### config.mk
export PLATFORM = sky130hd
export DESIGN_NAME = lcd_hd44780_ctrl
export DESIGN_NICKNAME = d
export VERILOG_FILES = /design/src/rtl/lcd_hd44780_ctrl.sv
export SDC_FILE = /design/constraint.sdc
export NUM_CORES = 1
export LEC_CHECK = 0
export ABC_AREA = 1
export CORE_MARGIN = 3
export CORE_UTILIZATION = 60
export CTS_CLUSTER_DIAMETER = 30
export CTS_CLUSTER_SIZE = 40
export DETAILED_ROUTE_END_ITERATION = 10
export PLACE_DENSITY = 0.81
export SYNTH_ARGS = -nofsm -noshare
export SYNTH_HDL_FRONTEND = slang
export SYNTH_SLANG_ARGS = --single-unit
### constraint.sdc
create_clock -name sys0_clk -period 3.35 [get_ports sys0_clk]
set_clock_uncertainty 0.15 [all_clocks]
set_input_delay 0.5025 -clock sys0_clk [delete_from_list [all_inputs] [get_ports sys0_clk]]
set_output_delay 0.5025 -clock sys0_clk [all_outputs]
set_load 0.02 [all_outputs]
### src/rtl/lcd_hd44780_ctrl.sv
// -----------------------------------------------------------------------------
// lcd_hd44780_ctrl
//   Write-only 4-bit bus controller for an HD44780-class character LCD.
//   After reset it waits out the LCD power-up time, runs the 4-bit init
//   sequence (nibbles 3,3,3,2 then bytes 28,0C,01,06), raises init_done and
//   then accepts command/data bytes over a valid/ready handshake. Every byte
//   is sent as two nibbles (high first) with setup / E-pulse / hold timing,
//   followed by the LCD execution delay.
//
// Ports
//   sys0_clk   : clock
//   sys0_rstn  : asynchronous active-low reset
//   cmd_valid  : byte request present
//   cmd_ready  : controller idle and initialised, byte will be taken
//   cmd_rs     : 0 = instruction, 1 = data
//   cmd_data   : byte to send
//   init_done  : init sequence finished (sticky until reset)
//   lcd_db     : LCD data nibble (registered)
//   lcd_e      : LCD enable strobe (registered)
//   lcd_rs     : LCD register select (registered)
//   lcd_rw     : LCD read/write, tied to write (0)
// -----------------------------------------------------------------------------
module lcd_hd44780_ctrl #(
   parameter int T_PWRUP     = 3000000,
   parameter int T_INIT1     = 820000,
   parameter int T_SETUP     = 8,
   parameter int T_EPW       = 50,
   parameter int T_HOLD      = 4,
   parameter int T_EXEC      = 8000,
   parameter int T_EXEC_LONG = 328000,
   parameter int CW          = 22
) (
   input  logic       sys0_clk,
   input  logic       sys0_rstn,
   input  logic       cmd_valid,
   output logic       cmd_ready,
   input  logic       cmd_rs,
   input  logic [7:0] cmd_data,
   output logic       init_done,
   output logic [3:0] lcd_db,
   output logic       lcd_e,
   output logic       lcd_rs,
   output logic       lcd_rw
);

   typedef enum logic [3:0] {
      ST_PWRUP,
      ST_N_SETUP,
      ST_N_PULSE,
      ST_N_HOLD,
      ST_WAIT,
      ST_IDLE,
      ST_SETUP_H,
      ST_PULSE_H,
      ST_HOLD_H,
      ST_SETUP_L,
      ST_PULSE_L,
      ST_HOLD_L
   } state_t;

   state_t          state_q, state_d;
   logic [CW-1:0]   cnt_q, cnt_d;
   logic [2:0]      step_q, step_d;    // init step: 0-3 nibbles, 4-7 bytes
   logic [7:0]      byte_q, byte_d;    // byte (or low-nibble) being sent
   logic            rs_q, rs_d;        // rs of the byte being sent
   logic            done_d;
   logic            cnt_zero;
   logic            nib_mode;
   logic [3:0]      db_d;
   logic            e_d;
   logic            lrs_d;

   // Init nibble table (steps 0..3).
   function automatic logic [3:0] init_nib(input logic [2:0] idx);
      logic [3:0] n;
      n = 4'h3;
      if (idx == 3'd3) n = 4'h2;
      return n;
   endfunction

   // Init byte table (steps 4..7).
   function automatic logic [7:0] init_byte(input logic [2:0] idx);
      logic [7:0] b;
      case (idx)
         3'd4:    b = 8'h28;   // 4-bit bus, 2 lines, 5x8 font
         3'd5:    b = 8'h0C;   // display on, cursor off
         3'd6:    b = 8'h01;   // clear
         default: b = 8'h06;   // entry mode: increment, no shift
      endcase
      return b;
   endfunction

   // Counter reload for a state: T-1 so the state lasts exactly T cycles.
   // The WAIT length depends on what was just sent: the first init nibble
   // needs the long 4.1 ms gap, clear/home (instr 01..03) need the long
   // execution time, everything else the normal one.
   function automatic logic [CW-1:0] load_val(input state_t s,
                                              input logic nib,
                                              input logic [2:0] step,
                                              input logic rs,
                                              input logic [7:0] b);
      int t;
      t = 1;
      case (s)
         ST_PWRUP:                           t = T_PWRUP;
         ST_N_SETUP, ST_SETUP_H, ST_SETUP_L: t = T_SETUP;
         ST_N_PULSE, ST_PULSE_H, ST_PULSE_L: t = T_EPW;
         ST_N_HOLD,  ST_HOLD_H,  ST_HOLD_L:  t = T_HOLD;
         ST_WAIT: begin
            if (nib)
               t = (step == 3'd0) ? T_INIT1 : T_EXEC;
            else if (!rs && (b == 8'h01 || b == 8'h02 || b == 8'h03))
               t = T_EXEC_LONG;
            else
               t = T_EXEC;
         end
         default:                            t = 1;
      endcase
      return CW'(t - 1);
   endfunction

   assign cnt_zero  = (cnt_q == '0);
   // Nibble-only writes happen only during the first four init steps.
   assign nib_mode  = !init_done && !step_q[2];
   assign cmd_ready = (state_q == ST_IDLE) && init_done;
   assign lcd_rw    = 1'b0;

   // -------------------------------------------------------------------------
   // State register
   // -------------------------------------------------------------------------
   always_ff @(posedge sys0_clk or negedge sys0_rstn) begin
      if (!sys0_rstn) begin
         state_q   <= ST_PWRUP;
         cnt_q     <= CW'(T_PWRUP - 1);
         step_q    <= '0;
         byte_q    <= '0;
         rs_q      <= 1'b0;
         init_done <= 1'b0;
         lcd_db    <= '0;
         lcd_e     <= 1'b0;
         lcd_rs    <= 1'b0;
      end else begin
         state_q   <= state_d;
         cnt_q     <= cnt_d;
         step_q    <= step_d;
         byte_q    <= byte_d;
         rs_q      <= rs_d;
         init_done <= done_d;
         lcd_db    <= db_d;
         lcd_e     <= e_d;
         lcd_rs    <= lrs_d;
      end
   end

   // -------------------------------------------------------------------------
   // Next-state logic
   // -------------------------------------------------------------------------
   always_comb begin
      state_d = state_q;
      cnt_d   = cnt_q - 1'b1;
      step_d  = step_q;
      byte_d  = byte_q;
      rs_d    = rs_q;
      done_d  = init_done;

      case (state_q)
         ST_PWRUP: if (cnt_zero) begin
            state_d = ST_N_SETUP;
            byte_d  = {4'h0, init_nib(3'd0)};
            rs_d    = 1'b0;
         end
         ST_N_SETUP: if (cnt_zero) state_d = ST_N_PULSE;
         ST_N_PULSE: if (cnt_zero) state_d = ST_N_HOLD;
         ST_N_HOLD:  if (cnt_zero) state_d = ST_WAIT;
         ST_SETUP_H: if (cnt_zero) state_d = ST_PULSE_H;
         ST_PULSE_H: if (cnt_zero) state_d = ST_HOLD_H;
         ST_HOLD_H:  if (cnt_zero) state_d = ST_SETUP_L;
         ST_SETUP_L: if (cnt_zero) state_d = ST_PULSE_L;
         ST_PULSE_L: if (cnt_zero) state_d = ST_HOLD_L;
         ST_HOLD_L:  if (cnt_zero) state_d = ST_WAIT;
         ST_WAIT: if (cnt_zero) begin
            if (init_done) begin
               state_d = ST_IDLE;
            end else if (step_q == 3'd7) begin
               done_d  = 1'b1;
               state_d = ST_IDLE;
            end else begin
               step_d = step_q + 3'd1;
               rs_d   = 1'b0;
               if (step_q < 3'd3) begin
                  state_d = ST_N_SETUP;
                  byte_d  = {4'h0, init_nib(step_q + 3'd1)};
               end else begin
                  state_d = ST_SETUP_H;
                  byte_d  = init_byte(step_q + 3'd1);
               end
            end
         end
         ST_IDLE: begin
            cnt_d = cnt_q;
            if (cmd_valid && cmd_ready) begin
               state_d = ST_SETUP_H;
               byte_d  = cmd_data;
               rs_d    = cmd_rs;
            end
         end
         default: state_d = ST_PWRUP;
      endcase

      // Every state change reloads the counter for the state being entered.
      if (state_d != state_q)
         cnt_d = load_val(state_d, nib_mode, step_d, rs_d, byte_d);
   end

   // -------------------------------------------------------------------------
   // Output logic: computed from the next state so the pins are registered
   // yet line up cycle-for-cycle with the state register.
   // -------------------------------------------------------------------------
   always_comb begin
      e_d   = 1'b0;
      db_d  = lcd_db;    // db/rs hold their last value in IDLE and WAIT
      lrs_d = lcd_rs;
      case (state_d)
         ST_N_SETUP, ST_N_HOLD: begin
            db_d  = byte_d[3:0];
            lrs_d = 1'b0;
         end
         ST_N_PULSE: begin
            db_d  = byte_d[3:0];
            lrs_d = 1'b0;
            e_d   = 1'b1;
         end
         ST_SETUP_H, ST_HOLD_H: begin
            db_d  = byte_d[7:4];
            lrs_d = rs_d;
         end
         ST_PULSE_H: begin
            db_d  = byte_d[7:4];
            lrs_d = rs_d;
            e_d   = 1'b1;
         end
         ST_SETUP_L, ST_HOLD_L: begin
            db_d  = byte_d[3:0];
            lrs_d = rs_d;
         end
         ST_PULSE_L: begin
            db_d  = byte_d[3:0];
            lrs_d = rs_d;
            e_d   = 1'b1;
         end
         default: ;
      endcase
   end

endmodule

* After elaboration in Yosys (flattened, before gate mapping)
Index checks and enable logic that the tools add are counted.
Storage, ports and cells: register bits after elaboration 45, input bits 12, word-level logic and storage cells 114
Operators by class: $add $sub $neg 3, order comparisons 1, equal/unequal tests 31, mux-type cells 46, reductions and logical operators 24
Operators with widths (number):
- $pmux W22 S5 | 1
- $mux W22 | 3
- $mux W4 | 11
- $pmux W4 S11 | 1
- $mux W20 | 2
- $mux W8 | 5
- $eq A4 B4 Y1 const B | 8
- $eq A4 B3 Y1 const B | 7
- $pmux W8 S3 | 1
- $logic_not A22 Y1 | 1
- $sub A22 B1 Y22 const B | 1
- $sub A22 B2 Y22 const B | 1
- $mux W3 | 7
- $mux W19 | 1
- $pmux W6 S3 | 1
- $eq A4 B2 Y1 const B | 4
- $eq A8 B2 Y1 const B | 2
- $reduce_or A3 Y1 | 5
- $eq A3 B3 Y1 const B | 4
- $reduce_or A6 Y1 | 2
- $mux W1 | 9
- $eq A4 B1 Y1 const B | 2
- $eq A8 B1 Y1 const B | 1
- $logic_not A4 Y1 | 2
- other kinds (16) | 23

* Depth between registers and ports, before layout
word-level depth 18, mapped depth 19, gate-level depth less buffers 19

* Worst setup path before layout
Ideal clock, no wire load.
path type register to register, start register step_q[0], end register cnt_q[5], arrival time 2.337 ns, path slack 0.802 ns, stages on the path, launching flop included 18, clock period less this slack 2.548 ns, path through dfrtp_1 -> ha_1 -> ha_1 -> nor2_1 -> nand2_1 -> nor2_1 -> nor2_1 -> nand2_1 -> nand2_1 -> nand2_4 -> xor2_4 -> nand3_4 -> inv_2 -> buf_6 -> nand2_1 -> nand2_1 -> nand2_1 -> nand2_1
On the way: longest elaborated chain between the ends 12, elaborated cells between the ends (all ways) 35, classes of those cells 2 x add/sub; 1 x order compare; 13 x eq/ne; 14 x mux; 5 x reduce/logical
RTL lines:
- from (decl) | line 63 | logic [2:0] step_q, step_d;
- from (signal assigned) | line 145 | step_q <= step_d;
- $lt A3 B2 Y1 | line 190 | if (step_q < 3'd3) begin
- $mux W3 | line 190
- $mux W3 * | line 184 | end else if (step_q == 3'd7) begin
- $mux W3 * | line 182 | if (init_done) begin
- $mux W4 * | line 181 | ST_WAIT: if (cnt_zero) begin
- $pmux W4 S11 * | line 166 | case (state_q)
- via state_d[1] | line 61 | state_t state_q, state_d;
- $eq A4 B2 Y1, or another cell as far along | line 104 | case (s)
- $reduce_or A3 Y1 (on tied branches)
- $pmux W22 S5 | line 104
- $mux W22 | line 211 | if (state_d != state_q)
- $sub A22 B2 Y22 | line 119 | return CW'(t - 1);
- $mux W22 | line 211
- to (signal assigned) | line 134 | cnt_q <= CW'(T_PWRUP - 1);
- to (signal assigned) | line 144 | cnt_q <= cnt_d;
- to (decl) | line 62 | logic [CW-1:0] cnt_q, cnt_d;
Mark *: on every way through the listed nets, which the timed path passes. The rest lies on a longest branch. The select of a mux whose other input is x is not followed. A chain may end at the register's enable or synchronous reset.

* Worst setup path in the final report
start register cnt_q[0], end register cnt_q[18]
On the way: elaborated cells between the ends (all ways) 53, classes of those cells 2 x add/sub; 15 x eq/ne; 26 x mux; 10 x reduce/logical
RTL lines:
- $logic_not A22 Y1 * | line 122 | assign cnt_zero = (cnt_q == '0);
- $mux W4, or another cell as far along | line 181
- $pmux W4 S11 * | line 166
- via state_d[3] | line 61
- $eq A4 B2 Y1, or another cell as far along | line 104
- $reduce_or A3 Y1 (on tied branches)
- $pmux W22 S5 | line 104
- $mux W22 | line 211
- $sub A22 B2 Y22 | line 119
- $mux W22 | line 211
Marked as above.

==> run_results.csv <==
group,metric,value,unit
worst_setup_path,r2r-end,"cnt_q[18]$_DFFE_PN1P_",
sta,tightest_slew,1019,ps
yosys,synth-seq-cells,45,
worst_setup_path,start_kind,"flop",
sta,period_needed,2911,ps
power,pwr_density_cell,251.6,mW/mm^2
grt,grt-ovfl-total,0,
worst_setup_path,rr_startpoint,"cnt_q[0]$_DFFE_PN1P_",
yosys,synthCells,487,
die,rows,26,
yosys,syn_area,0.003342,mm^2
power,p_int,0.7051,mW
die,die_area,0.006501,mm^2
power,power_switching,0.2129,mW
yosys,async_flop_share,100.0,%
power,p_clk_share,37.3,%
drt,routed_wl,7920,um
worst_setup_path,reg2reg_slack,440,ps
worst_hold_path,hold_path_class,"input port to asynchronous set/reset pin",
outcome,outcome,"complete, no violations",
clock_tree,cts_resized,0,
worst_setup_path,slowest_stage,"dfstp_2",
die,ios,21,
worst_setup_path,startpoint,"cnt_q[0]$_DFFE_PN1P_",
final_layout,fin_util,69.66,%
grt,grt_usage,26.34,%
power,ir_drop,0.1846,mV
worst_setup_path,crit_fanout,8,
worst_setup_path,crit_path_frequent_cell,"nand2_1",
grt,grt_max_degree,46,
worst_setup_path,cp-end-kind,"flop",
drt,vias,3197,
power,leakage,1.866,nW
yosys,ys_seq_area_share,34.26,%
sta,hold_violations,0,
clock_tree,cts.clk_slew.worst_paths,90,ps
sta,worst_slack,438.5,ps
clock_tree,clock_sinks,45,
clock_tree,cts_hold_buf,0,
sta,post-route-period-util,86.91,%
worst_setup_path,path_buf_inv,3,
die,die_w,80.63,um
drt,dr.first_iter.drc_count,387,
worst_setup_path,required,3440,ps
worst_setup_path,path_cells,"inv_1, ha_1, nand2_2, nor2_4, nand2_2, nor2_4, nand3_1, o21ai_2, inv_1, nor2_1, o21ai_1, nand2_1, inv_1, nand2_1, nand2_1, nand2_1",
worst_setup_path,crit_arrival,3010,ps
yosys,synth-edff-count,0,
yosys,synth_ff_type,"dfrtp_1",
place,pre_cts_ws,499.4,ps
yosys,synth.distinct_cells,41,
sta,fmax,343.5,MHz
die,die_y,80.63,um
yosys,syn_nets,507,
grt,grt_pass1_vias,2976,
worst_setup_path,cpPeakStageDelay,370,ps
clock_tree,cts_buffers,5,
final_layout,final_nets,526,
worst_setup_path,path_depth,16,
place,placed_cells,569,
place,place_hpwl,5950,um
worst_setup_path,path_class,"flop to flop",
place,io_buffers,19,
worst_setup_path,cpLargestDelayFamily,"simple AND/OR/NAND/NOR gates",
clock_tree,clk_path_buf_depth,2,
drt,routedWlPerCell,13.73,um
final_layout,antenna_cells,0,
grt,antenna_found_initial,0,
sta,maxSlewViolCount,0,
place,gp_congestion,0.9753,
grt,grt_pass1_wl,13480,um
clock_tree,cts_tree,"yes",
clock_tree,cts-htree-levels,2,
sta,finalSetupViolations,0,
die,core,0.005238,mm^2
sta,rsz0062_at_grt,"no",
final_layout,final_layout_size_suffix_gt1_share,12.23,%
yosys,synth_warnings,0,
drt,via_per_inst,5.541,
clock_tree,clk_latency,300,ps
yosys,syn_avg_cell_area,6.862,um^2
clock_tree,cts-root-buf,"clkbuf_8",
power,swShare,23.19,%
sta,final.setup.tns,0,ps
clock_tree,cts_setup_buffers,0,
worst_setup_path,endpoint,"cnt_q[18]$_DFFE_PN1P_",
final_layout,area_growth_syn_to_layout,9.173,%
drt,ant_nets,0,
run,max_cap_viol_count,0,
final_layout,fin_cells,577,
worst_setup_path,ff2ff_path_depth,16,
power,power_frac_comb,3.2,%
drt,drc,0,
power,finalPower,0.9180,mW
sta,max-slew-margin-rel,32.06,%
power,p_seq_share,59.5,%
die,initial_core_util,63.81,%
drt,drtPass1Iterations,5,
[per-layer routing]
layer / vias up / share of wire (%) / global-route usage [%]
met5: - / 0 / 0
met4: 0 / 1.8 / 7.264
met3: 19 / 6.0 / 4.372
met2: 106 / 45 / 41.23
met1: 1483 / 47 / 37.54
li1: 1589 / - / -
[power groups by stage]
| stage | sequential (mW) | clock [mW] | combinational, mW |
|---|---|---|---|
| finish | 0.546 | 0.343 | 0.0295 |
| global route | 0.546 | 0.376 | 0.0334 |
| CTS | 0.546 | 0.353 | 0.0304 |
| detailed placement | 0.556 | 0 | 0.0304 |
| global placement | 0.556 | 0 | 0.0299 |
| floorplan | 0.556 | 0 | 0.00688 |
[cell usage in the layout, fill, tap and decap left out, types with 2 or more instances in the layout]
cell type,Yosys,final
nand2_1,147,147
nor2_1,59,59
inv_1,56,56
dfrtp_1,30,30
nand3_1,29,29
o21ai_0,25,25
clkdlybuf4s50_1,0,18
a21oi_1,17,17
dfstp_2,15,15
nand4_1,11,11
xnor2_1,9,9
o21ai_1,9,9
nor2_2,9,9
ha_1,8,8
xor2_1,6,6
nand2_2,6,6
inv_2,6,6
nor3_1,5,5
clkbuf_8,0,5
nor4_1,3,3
o22ai_1,2,2
nor2_4,2,2
nand3_4,2,2
o21ai_2,2,2
nor3_2,2,2
nand3_2,2,2
nand2_4,2,2
a21boi_0,2,2
a22oi_1,2,2
clkinvlp_4,0,2
buf_4,3,2
[worst reg2reg max path: cells and delay by family (launching register included)]
family / cells / cell delay (ps)
AND/OR/NAND/NOR: 10 / 1340
AO/OA/AOI/OAI: 2 / 460
flip-flops: 1 / 370
buffers and inverters: 3 / 280
adder cells (fa/ha/maj): 1 / 260
[cells by family (layout without fill, tap and decap cells)]
group / after synthesis / after routing / share of synthesized area, %
AO/OA/AOI/OAI: 64 / 64 / 10.71
XOR/XNOR: 16 / 16 / 4.755
adder cells (fa/ha/maj): 8 / 8 / 2.995
buffers and inverters: 71 / 91 / 9.023
flip-flops: 45 / 45 / 34.26
other: 1 / 1 / 0.1122
AND/OR/NAND/NOR: 282 / 282 / 38.15
[registers in the layout, summed over array words and instances (netlist names)]
name       cells
byte_q         8
rs_q           1
lcd_e          1
lcd_db         4
lcd_rs         1
init_done      1
cnt_q         22
step_q         3
state_q        4
[per-stage QoR]
step / cell area [um^2] / hold WS (ps)
5_1_grt: 3649 / 288.5
3_3_place_gp: 3561 / 330.2
6_report: 3649 / 217.0
4_1_cts: 3649 / 245.8
2_1_floorplan: 3342 / 56.91
3_5_place_dp: 3561 / 334.1
[worst min path at each step]
stage | start | endpoint | slack (ps)
final | sys0_rstn | init_done$_DFFE_PN0P_ | 220
after global routing | sys0_rstn | init_done$_DFFE_PN0P_ | 290
after CTS | sys0_rstn | init_done$_DFFE_PN0P_ | 250
after detailed placement | lcd_db[3]$_DFFE_PN0P_ | lcd_db[3]$_DFFE_PN0P_ | 330
after global placement | cnt_q[7]$_DFFE_PN1P_ | cnt_q[7]$_DFFE_PN1P_ | 330
after floorplan | sys0_rstn | byte_q[0]$_DFF_PN0_ | 60
[cells in the mapped netlist (all sizes together), types with 3 or more instances]
cell | instances | area share [%]
nand2 | 155 | 18
dfstp | 15 | 12
o21ai | 36 | 5.6
a22oi | 3 | 0.82
buf | 7 | 1.8
a21oi | 18 | 2.8
nand4 | 11 | 2.1
inv | 62 | 7.0
nor4 | 3 | 0.56
nor2 | 70 | 9.0
nor3 | 8 | 1.8
dfrtp | 30 | 22
xnor2 | 9 | 2.4
a21boi | 3 | 0.67
nand3 | 33 | 6.0
xor2 | 7 | 2.4
ha | 8 | 3.0
[area by class of cell]
class | instances | area (um^2)
Multi-Input combinational cell | 371 | 1896
Fill cell | 458 | 1589
Sequential cell | 45 | 1145
Inverter | 62 | 232.7
Timing Repair Buffer | 21 | 200.2
Tap cell | 70 | 87.58
Clock buffer | 6 | 72.57
Clock inverter | 2 | 15.01
Power figures use the tool's default switching activity.
